<file path="src/rtl/ram_port_arbiter_pkg.sv">
// Shared types and constants for the two-master unified-RAM data port arbiter.
package ram_port_arbiter_pkg;

    localparam int unsigned RAM_BYTES  = 4096;
    localparam int unsigned DEF_ADDR_W = $clog2(RAM_BYTES);

    typedef enum logic {
        M_CORE   = 1'b0,
        M_LOADER = 1'b1
    } master_e;

    typedef enum logic [1:0] {
        OWN_NONE = 2'b00,
        OWN_M0   = 2'b01,
        OWN_M1   = 2'b10
    } owner_e;

    // Anything above the implemented byte-address width is out of range.
    function automatic logic addr_in_range(input logic [31:0] addr, input int unsigned addr_w);
        return (addr >> addr_w) == 32'd0;
    endfunction

endpackage

</file>
<file path="src/rtl/ram_port_arbiter_if.sv">
// One requester's request/response bundle into the RAM port arbiter.
interface ram_port_arbiter_if;
    logic        req;
    logic [3:0]  be;
    logic [31:0] addr;
    logic [31:0] wdata;
    logic        gnt;
    logic        rvalid;
    logic [31:0] rdata;
    logic        err;

    modport master (output req, be, addr, wdata, input gnt, rvalid, rdata, err);
    modport slave  (input req, be, addr, wdata, output gnt, rvalid, rdata, err);
endinterface

</file>
<file path="src/rtl/ram_port_arbiter_rr_arb2.sv">
// Two-input round-robin picker; FIXED_P=1 makes input 0 win every tie.
module rr_arb2
    import ram_port_arbiter_pkg::*;
#(
    parameter bit FIXED_P = 1'b0
) (
    input  logic       clk_i,
    input  logic       rst_ni,
    input  logic [1:0] req_i,
    output logic [1:0] gnt_o
);

    master_e    prio_q, prio_d;
    logic [1:0] req_v;

    always_comb begin
        // Nothing is granted while reset is held.
        req_v  = req_i & {2{rst_ni}};
        gnt_o  = '0;
        prio_d = prio_q;
        unique case (req_v)
            2'b01:   gnt_o = 2'b01;
            2'b10:   gnt_o = 2'b10;
            2'b11:   gnt_o = (FIXED_P || prio_q == M_CORE) ? 2'b01 : 2'b10;
            default: gnt_o = 2'b00;
        endcase
        if (gnt_o[0]) begin
            prio_d = M_LOADER;
        end else if (gnt_o[1]) begin
            prio_d = M_CORE;
        end
    end

    always_ff @(posedge clk_i or negedge rst_ni) begin
        if (!rst_ni) begin
            prio_q <= M_CORE;
        end else begin
            prio_q <= prio_d;
        end
    end

endmodule

</file>
<file path="src/rtl/ram_port_arbiter.sv">
// Shares the byte-enabled unified-RAM data port between the core (M0) and the loader (M1).
module ram_port_arbiter
    import ram_port_arbiter_pkg::*;
#(
    parameter int unsigned ADDR_W  = DEF_ADDR_W,
    parameter bit          FIXED_P = 1'b0
) (
    input  logic              clk_i,
    input  logic              rst_ni,
    ram_port_arbiter_if.slave m0_if,
    ram_port_arbiter_if.slave m1_if,
    output logic              mem_en_o,
    output logic [3:0]        mem_be_o,
    output logic [ADDR_W-1:0] mem_addr_o,
    output logic [31:0]       mem_wdata_o,
    input  logic [31:0]       mem_rdata_i
);

    logic [1:0]  req, gnt;
    logic        any_gnt, in_range;
    logic [3:0]  win_be;
    logic [31:0] win_addr, win_wdata;
    owner_e      owner_q, owner_d;
    logic        err_q, err_d;

    assign req = {m1_if.req, m0_if.req};

    rr_arb2 #(.FIXED_P(FIXED_P)) u_arb (
        .clk_i  (clk_i),
        .rst_ni (rst_ni),
        .req_i  (req),
        .gnt_o  (gnt)
    );

    assign m0_if.gnt = gnt[0];
    assign m1_if.gnt = gnt[1];
    assign any_gnt   = |gnt;

    always_comb begin
        win_be    = gnt[1] ? m1_if.be    : m0_if.be;
        win_addr  = gnt[1] ? m1_if.addr  : m0_if.addr;
        win_wdata = gnt[1] ? m1_if.wdata : m0_if.wdata;
    end

    // Out-of-range accesses are still granted so the requester gets an error response.
    assign in_range    = addr_in_range(win_addr, ADDR_W);
    assign mem_en_o    = any_gnt & in_range;
    assign mem_be_o    = mem_en_o ? win_be : '0;
    assign mem_addr_o  = {win_addr[ADDR_W-1:2], 2'b00};
    assign mem_wdata_o = win_wdata;

    always_comb begin
        owner_d = OWN_NONE;
        err_d   = 1'b0;
        if (any_gnt) begin
            owner_d = gnt[1] ? OWN_M1 : OWN_M0;
            err_d   = !in_range;
        end
    end

    always_ff @(posedge clk_i or negedge rst_ni) begin
        if (!rst_ni) begin
            owner_q <= OWN_NONE;
            err_q   <= 1'b0;
        end else begin
            owner_q <= owner_d;
            err_q   <= err_d;
        end
    end

    assign m0_if.rvalid = (owner_q == OWN_M0);
    assign m1_if.rvalid = (owner_q == OWN_M1);
    assign m0_if.err    = m0_if.rvalid & err_q;
    assign m1_if.err    = m1_if.rvalid & err_q;
    assign m0_if.rdata  = (m0_if.rvalid && !err_q) ? mem_rdata_i : '0;
    assign m1_if.rdata  = (m1_if.rvalid && !err_q) ? mem_rdata_i : '0;

endmodule
</file>
<file path="src/flat_wrapper.sv">
// flat-port wrapper written by rule: the top's interface ports become plain ports
module ram_port_arbiter_flat import ram_port_arbiter_pkg::*;
#(
    parameter int unsigned ADDR_W  = DEF_ADDR_W,
    parameter bit          FIXED_P = 1'b0
)
  (clk_i, rst_ni, mem_en_o, mem_be_o, mem_addr_o, mem_wdata_o, mem_rdata_i, m0_if_req, m0_if_be, m0_if_addr, m0_if_wdata, m0_if_gnt, m0_if_rvalid, m0_if_rdata, m0_if_err, m1_if_req, m1_if_be, m1_if_addr, m1_if_wdata, m1_if_gnt, m1_if_rvalid, m1_if_rdata, m1_if_err);
  ram_port_arbiter_if m0_if_i ();
  ram_port_arbiter_if m1_if_i ();
  input  logic clk_i;
  input  logic rst_ni;
  output logic mem_en_o;
  output logic [3:0] mem_be_o;
  output logic [ADDR_W-1:0] mem_addr_o;
  output logic [31:0] mem_wdata_o;
  input  logic [31:0] mem_rdata_i;
  input wire logic [$bits(m0_if_i.req)-1:0] m0_if_req;
  input wire logic [$bits(m0_if_i.be)-1:0] m0_if_be;
  input wire logic [$bits(m0_if_i.addr)-1:0] m0_if_addr;
  input wire logic [$bits(m0_if_i.wdata)-1:0] m0_if_wdata;
  output wire logic [$bits(m0_if_i.gnt)-1:0] m0_if_gnt;
  output wire logic [$bits(m0_if_i.rvalid)-1:0] m0_if_rvalid;
  output wire logic [$bits(m0_if_i.rdata)-1:0] m0_if_rdata;
  output wire logic [$bits(m0_if_i.err)-1:0] m0_if_err;
  input wire logic [$bits(m1_if_i.req)-1:0] m1_if_req;
  input wire logic [$bits(m1_if_i.be)-1:0] m1_if_be;
  input wire logic [$bits(m1_if_i.addr)-1:0] m1_if_addr;
  input wire logic [$bits(m1_if_i.wdata)-1:0] m1_if_wdata;
  output wire logic [$bits(m1_if_i.gnt)-1:0] m1_if_gnt;
  output wire logic [$bits(m1_if_i.rvalid)-1:0] m1_if_rvalid;
  output wire logic [$bits(m1_if_i.rdata)-1:0] m1_if_rdata;
  output wire logic [$bits(m1_if_i.err)-1:0] m1_if_err;
  assign m0_if_i.req = m0_if_req;
  assign m0_if_i.be = m0_if_be;
  assign m0_if_i.addr = m0_if_addr;
  assign m0_if_i.wdata = m0_if_wdata;
  assign m0_if_gnt = m0_if_i.gnt;
  assign m0_if_rvalid = m0_if_i.rvalid;
  assign m0_if_rdata = m0_if_i.rdata;
  assign m0_if_err = m0_if_i.err;
  assign m1_if_i.req = m1_if_req;
  assign m1_if_i.be = m1_if_be;
  assign m1_if_i.addr = m1_if_addr;
  assign m1_if_i.wdata = m1_if_wdata;
  assign m1_if_gnt = m1_if_i.gnt;
  assign m1_if_rvalid = m1_if_i.rvalid;
  assign m1_if_rdata = m1_if_i.rdata;
  assign m1_if_err = m1_if_i.err;
  ram_port_arbiter #(.ADDR_W(ADDR_W), .FIXED_P(FIXED_P)) u_core (.clk_i(clk_i), .rst_ni(rst_ni), .m0_if(m0_if_i), .m1_if(m1_if_i), .mem_en_o(mem_en_o), .mem_be_o(mem_be_o), .mem_addr_o(mem_addr_o), .mem_wdata_o(mem_wdata_o), .mem_rdata_i(mem_rdata_i));
endmodule
</file>
<file path="config.mk">
export PLATFORM = sky130hd
export DESIGN_NAME = ram_port_arbiter_flat
export DESIGN_NICKNAME = d
export VERILOG_FILES = /design/src/rtl/ram_port_arbiter_pkg.sv /design/src/rtl/ram_port_arbiter_if.sv /design/src/rtl/ram_port_arbiter_rr_arb2.sv /design/src/rtl/ram_port_arbiter.sv /design/src/flat_wrapper.sv
export SDC_FILE = /design/constraint.sdc
export NUM_CORES = 1
export LEC_CHECK = 0
export BUFFER_PORTS_ARGS = -buffer_cell sky130_fd_sc_hd__buf_2
export CAP_MARGIN = 10
export CORE_AREA = 2 2 112 114
export CTS_CLUSTER_DIAMETER = 50
export DETAILED_ROUTE_END_ITERATION = 16
export DIE_AREA = 0 0 114 116
export PLACE_DENSITY_LB_ADDON = 0.15
export SLEW_MARGIN = 25
export SYNTH_ARGS = -nofsm -noshare
export SYNTH_HDL_FRONTEND = slang
export SYNTH_HIERARCHICAL = 1
export SYNTH_SLANG_ARGS = --single-unit
</file>
<file path="constraint.sdc">
create_clock -name clk_i -period 2.52 [get_ports clk_i]
set_input_delay 0 -clock clk_i [delete_from_list [all_inputs] [get_ports clk_i]]
set_output_delay 0 -clock clk_i [all_outputs]
set_load 0.005 [all_outputs]
</file>
Word-level counts from Yosys, hierarchy flattened
Index checks and enable logic that the tools add are counted.
{"block": "word_totals", "inputBits": 172, "wordCells": 32, "regBits": 4}
{"block": "op_classes", "n_mux": 13, "n_eq_ne": 5, "reduce_logical": 7, "n_bitwise": 4}
{"cell": "$mux W32", "n": 4}
{"cell": "$logic_not A32 Y1", "n": 1}
{"cell": "$mux W4", "n": 2}
{"cell": "$eq A2 B2 Y1 const B", "n": 3}
{"cell": "$mux W2", "n": 3}
{"cell": "$pmux W2 S3", "n": 1}
{"cell": "$eq A2 B1 Y1 const B", "n": 2}
{"cell": "$and A1 B1 Y1", "n": 3}
{"cell": "$mux W1", "n": 3}
{"cell": "$and A2 B2 Y2", "n": 1}
{"cell": "$logic_and A1 B1 Y1", "n": 2}
{"cell": "$logic_not A1 Y1", "n": 2}
{"cell": "$reduce_bool A2 Y1", "n": 1}
{"cell": "$reduce_or A2 Y1", "n": 1}

Depth between registers and ports, before layout
{"block": "logic_depth", "depth_word": 7, "ltp_mapped": 7}

Hierarchy
Netlist, hierarchy kept.
{"mod": "ram_port_arbiter", "cells_per_inst": 159, "n_inst": 1, "seq_area_each_um2": 75.1, "area_per_inst_um2": 1233.7}
{"mod": "rr_arb2", "cells_per_inst": 9, "n_inst": 1, "seq_area_each_um2": 25.0, "area_per_inst_um2": 68.8}

Worst setup path before layout
Ideal clock, no wire load.
{"block": "synth_path", "kind": "register -> register", "startpoint": "register u_core.u_arb.prio_q", "endpoint": "register u_core.err_q", "t_arrival_ns": 1.864, "slack_ns": 0.536, "n_path_buf": 2, "period_less_slack_ns": 1.984, "required_ns": 2.400, "path_stages_with_launch": 8, "cell_sequence": "dfrtp_1 > inv_1 > a21oi_1 > buf_4 > or4b_1 > or4_1 > buf_2 > o211a_1"}
{"block": "synth_between", "elab_chain_len": 6, "elab_cells_between_ends": 7, "cone_classes": "mux (4); reduce/logical (3)"}
{"item": "from (decl)", "line": "ram_port_arbiter_rr_arb2.sv:13", "text": "master_e prio_q, prio_d;"}
{"item": "from (signal assigned)", "line": "ram_port_arbiter_rr_arb2.sv:38", "text": "prio_q <= prio_d;"}
{"item": "$mux W2 *", "line": "ram_port_arbiter_rr_arb2.sv:24", "text": "2'b11: gnt_o = (FIXED_P || prio_q == M_CORE) ? 2'b01 : 2'b10;"}
{"item": "$pmux W2 S3 *", "line": "ram_port_arbiter_rr_arb2.sv:21", "text": "unique case (req_v)"}
{"item": "via m1_if_gnt", "line": "flat_wrapper.sv:29", "text": "output wire logic [$bits(m1_if_i.gnt)-1:0] m1_if_gnt;"}
{"item": "$mux W32", "line": "ram_port_arbiter.sv:41", "text": "win_addr = gnt[1] ? m1_if.addr : m0_if.addr;"}
{"item": "$logic_not A32 Y1", "line": "ram_port_arbiter_pkg.sv:20", "text": "return (addr >> addr_w) == 32'd0;"}
{"item": "$logic_not A1 Y1", "line": "ram_port_arbiter.sv:57", "text": "err_d = !in_range;"}
{"item": "$mux W1 *", "line": "ram_port_arbiter.sv:55", "text": "if (any_gnt) begin"}
{"item": "via u_core.err_d", "line": "ram_port_arbiter.sv:24", "text": "logic err_q, err_d;"}
{"item": "to (signal assigned)", "line": "ram_port_arbiter.sv:67", "text": "err_q <= err_d;"}
{"item": "to (decl)", "line": "ram_port_arbiter.sv:24"}
The timed path passes the listed nets; every way through them passes the cells marked *.
A chain may end at the register's enable or synchronous reset.

Worst setup path in the final report
{"block": "layout_path", "startpoint": "input port rst_ni", "endpoint": "output port mem_be_o[1]"}
{"block": "layout_between", "elab_chain_len": 7, "elab_cells_between_ends": 11, "cone_classes": "eq/ne (3); mux (4); bitwise (2); reduce/logical (2)"}
{"item": "from (decl)", "line": "flat_wrapper.sv:11", "text": "input logic rst_ni;"}
{"item": "$and A2 B2 Y2 *", "line": "ram_port_arbiter_rr_arb2.sv:18", "text": "req_v = req_i & {2{rst_ni}};"}
{"item": "$eq A2 B2 Y1 or $eq A2 B1 Y1 (tied branches)", "line": "ram_port_arbiter_rr_arb2.sv:21"}
{"item": "$pmux W2 S3 *", "line": "ram_port_arbiter_rr_arb2.sv:21"}
{"item": "$mux W32", "line": "ram_port_arbiter.sv:41"}
{"item": "$logic_not A32 Y1", "line": "ram_port_arbiter_pkg.sv:20"}
{"item": "$and A1 B1 Y1", "line": "ram_port_arbiter.sv:47", "text": "assign mem_en_o = any_gnt & in_range;"}
{"item": "$mux W4 *", "line": "ram_port_arbiter.sv:48", "text": "assign mem_be_o = mem_en_o ? win_be : '0;"}
{"item": "to (decl)", "line": "flat_wrapper.sv:13", "text": "output logic [3:0] mem_be_o;"}
Every way passes the cells marked *; elsewhere a longest branch is shown, timed or not.

==> out/results.ini <==
[pwr]
ir_drop_uv = 141.2
clkPwrFrac_pct = 33.5
pwr_density_cell_mw_per_mm2 = 246.0
p_seq_share_pct = 10.7
switchingPower_uw = 209.5
p_int_uw = 519.0
p_leak_uw = 0.001764
combPwrFrac_pct = 55.8
switching_share_pct = 28.76

[placement]
hpwl_mm = 6.933
dpl-instance-area_mm2 = 0.002869
numPortBuffers = 284
numPlacedInstances = 586
place_congestion = 0.7315

[clock_network]
root_buffer = clkbuf_16
htreeDepth = 1
path_clk_slew_ps = 30
cts_max_path_buffers = 2
clkLatencyLatePin_ps = 220
cts_num_sinks = 4
cts_tree = yes
cts_setup_buffers = 0
cts-buffers-inserted = 3

[timing]
fin_crit_sh_pct = 91.85
setup_violations = 0
finalHoldViolCount = 0
finalMaxSlewViolations = 0
period_needed_ps = 2315
clock.fmax_mhz = 432.0
worst_hold_slack_ps = 100.7
rsz0062_at_grt = no
skew_ps = 0.3534
setup_tns_ps = 0

[layout]
stdcell_count = 590
diodes = 0
fin_nets = 617
multiInputGateArea_mm2 = 0.001134
final_cell_area_mm2 = 0.002962
n_fill_cell = 1350
register_area_um2 = 100.1
layout-drive-gt1-share_pct = 75.85
area_growth_pct = 127.4

[yosys]
yosys_warnings = 6
ys_types = 22
synthCells = 168
seq_area_frac_synth_pct = 7.685
synth_edf_count = 0
synth_seq_cells = 4
synthFlopType = dfrtp_1
syn_avg_cell_area_um2 = 7.753
synth_area_mm2 = 0.001302
ys_async_sr_fraction_pct = 100.0

[floorplan]
die_area_mm2 = 0.01322
floorplan.initialDensity_pct = 10.93
io_pins = 291
fp.dieW_um = 114
core_area_mm2 = 0.01191
die_y_um = 116
rows = 40

[drt]
drtIter0Drc = 44
routed_via_density = 3.842
ant_nets = 0
vias = 2267
drc = 0
drt-wirelength-per-cell_um = 12.86
first_pass_iters = 4
routed_wl_mm = 7.590

[worst_setup_path]
startpoint_type = input pin
worst-path-max-fanout = 7
worstPathRequired_ps = 2520
ff2ff_setup_slack_ps = 630
worstSetupPathType = input pin to output port
r2r_cells = 5
endpoint = mem_be_o[1]
r2r-start = u_core/u_arb/prio_q
worstPathArrival_ps = 2310
end_kind = output port
crit_start = rst_ni
reg2reg_to = u_core/err_q

[flow_run]
cap_violations = 0

[worst_hold_path]
min-delay-path-class = input pin to flop

[grt]
grt_max_degree = 33
grt_pass1_wl_mm = 10.28
overflow = 0
track_usage_pct = 9.959
antenna_found_initial = 0
grt_pass1_vias = 2120

[run_status]
outcome = finished clean

-- placed cells by master, fill, tap and decap left out, types with 3 or more instances in the layout --
cell,n
buf_2,284
and2_1,66
mux2_2,42
nor4_1,6
a21oi_1,6
nor2b_1,5
a22oi_1,4
dfrtp_1,4
clkbuf_16,3
buf_4,3
-- stage by stage --
step           setup slack, ps  power (uW)  util (%)
2_1_floorplan            535.8       243.2         -
3_3_place_gp             530.8       487.4     24.09
3_5_place_dp             458.7       490.8     24.09
4_1_cts                  57.63       740.6     24.80
5_1_grt                  42.12       784.5     24.86
6_report                 205.3       728.5     24.86
-- cell type report --
cell class / count / area share (%)
multi-input cells: 146 / 38.28
inverters: 1 / 0.1267
flip-flops and latches: 4 / 3.380
clock buffers: 3 / 2.535
well taps: 147 / 6.210
repair buffers: 289 / 49.47
-- worst min-delay path by stage --
stage,start,end,cells after the start
finish,m0_if_req,u_core/u_arb/prio_q,3
global route,m1_if_req,u_core/u_arb/prio_q,3
CTS,m0_if_req,u_core/u_arb/prio_q,3
detailed placement,rst_ni,u_core/u_arb/prio_q,1
global placement,rst_ni,u_core/u_arb/prio_q,1
floorplan,rst_ni,u_core/err_q,0
-- flip-flops by register name (all words and copies together) (netlist names) --
name,count
u_core/err_q,1
u_core/owner_q,2
u_core/u_arb/prio_q,1
-- synth_stat cells (all sizes together), types with 2 or more instances --
cell type / instances / area share, %
nor2b: 5 / 2.4
mux2: 42 / 36
nand2: 2 / 0.58
nor3: 2 / 0.77
clkbuf: 12 / 3.5
buf: 6 / 3.0
nand4: 2 / 0.96
or4: 3 / 1.7
dfrtp: 4 / 7.7
nor4: 6 / 2.9
and2: 66 / 32
a21oi: 8 / 3.4
a22oi: 4 / 2.3
-- per-layer routing --
metal,track usage [%],share of wire (%)
met1,8.854,31
met2,21.47,55
met3,3.033,13
met4,2.195,0.71
met5,0,0
-- power groups by stage --
stage               combinational [uW]  sequential, uW  clock, uW
floorplan                          167            75.8          0
global placement                   409            78.1          0
detailed placement                 413            78.1          0
CTS                                415            77.4        248
global route                       453            78.7        253
finish                             407            77.6        244
-- repair_timing --
item                       in CTS  in global routing
setup endpoints to repair       0                  5
resized for setup               0                  2
hold endpoints to repair        4                  0
hold buffers                    1                  0
-- worst max-delay path, stage by stage --
cell and delay (ps):
dlygate4sd3_1 530, buf_2 180, nand2_1 110, a21oi_4 140, or4b_1 450, or4_4 560, a21oi_1 200, buf_2 150
-- kinds of logic (layout without fill, tap and decap cells) --
family / Yosys count / in the layout / synth area share [%]
other cells: 1 / 2 / 0.2879
compound gates: 13 / 13 / 6.436
mux: 42 / 42 / 36.31
buf+inv: 19 / 293 / 6.723
simple gates: 89 / 89 / 42.56
flops: 4 / 4 / 7.685
No activity file was read; power rests on OpenSTA's default activity.
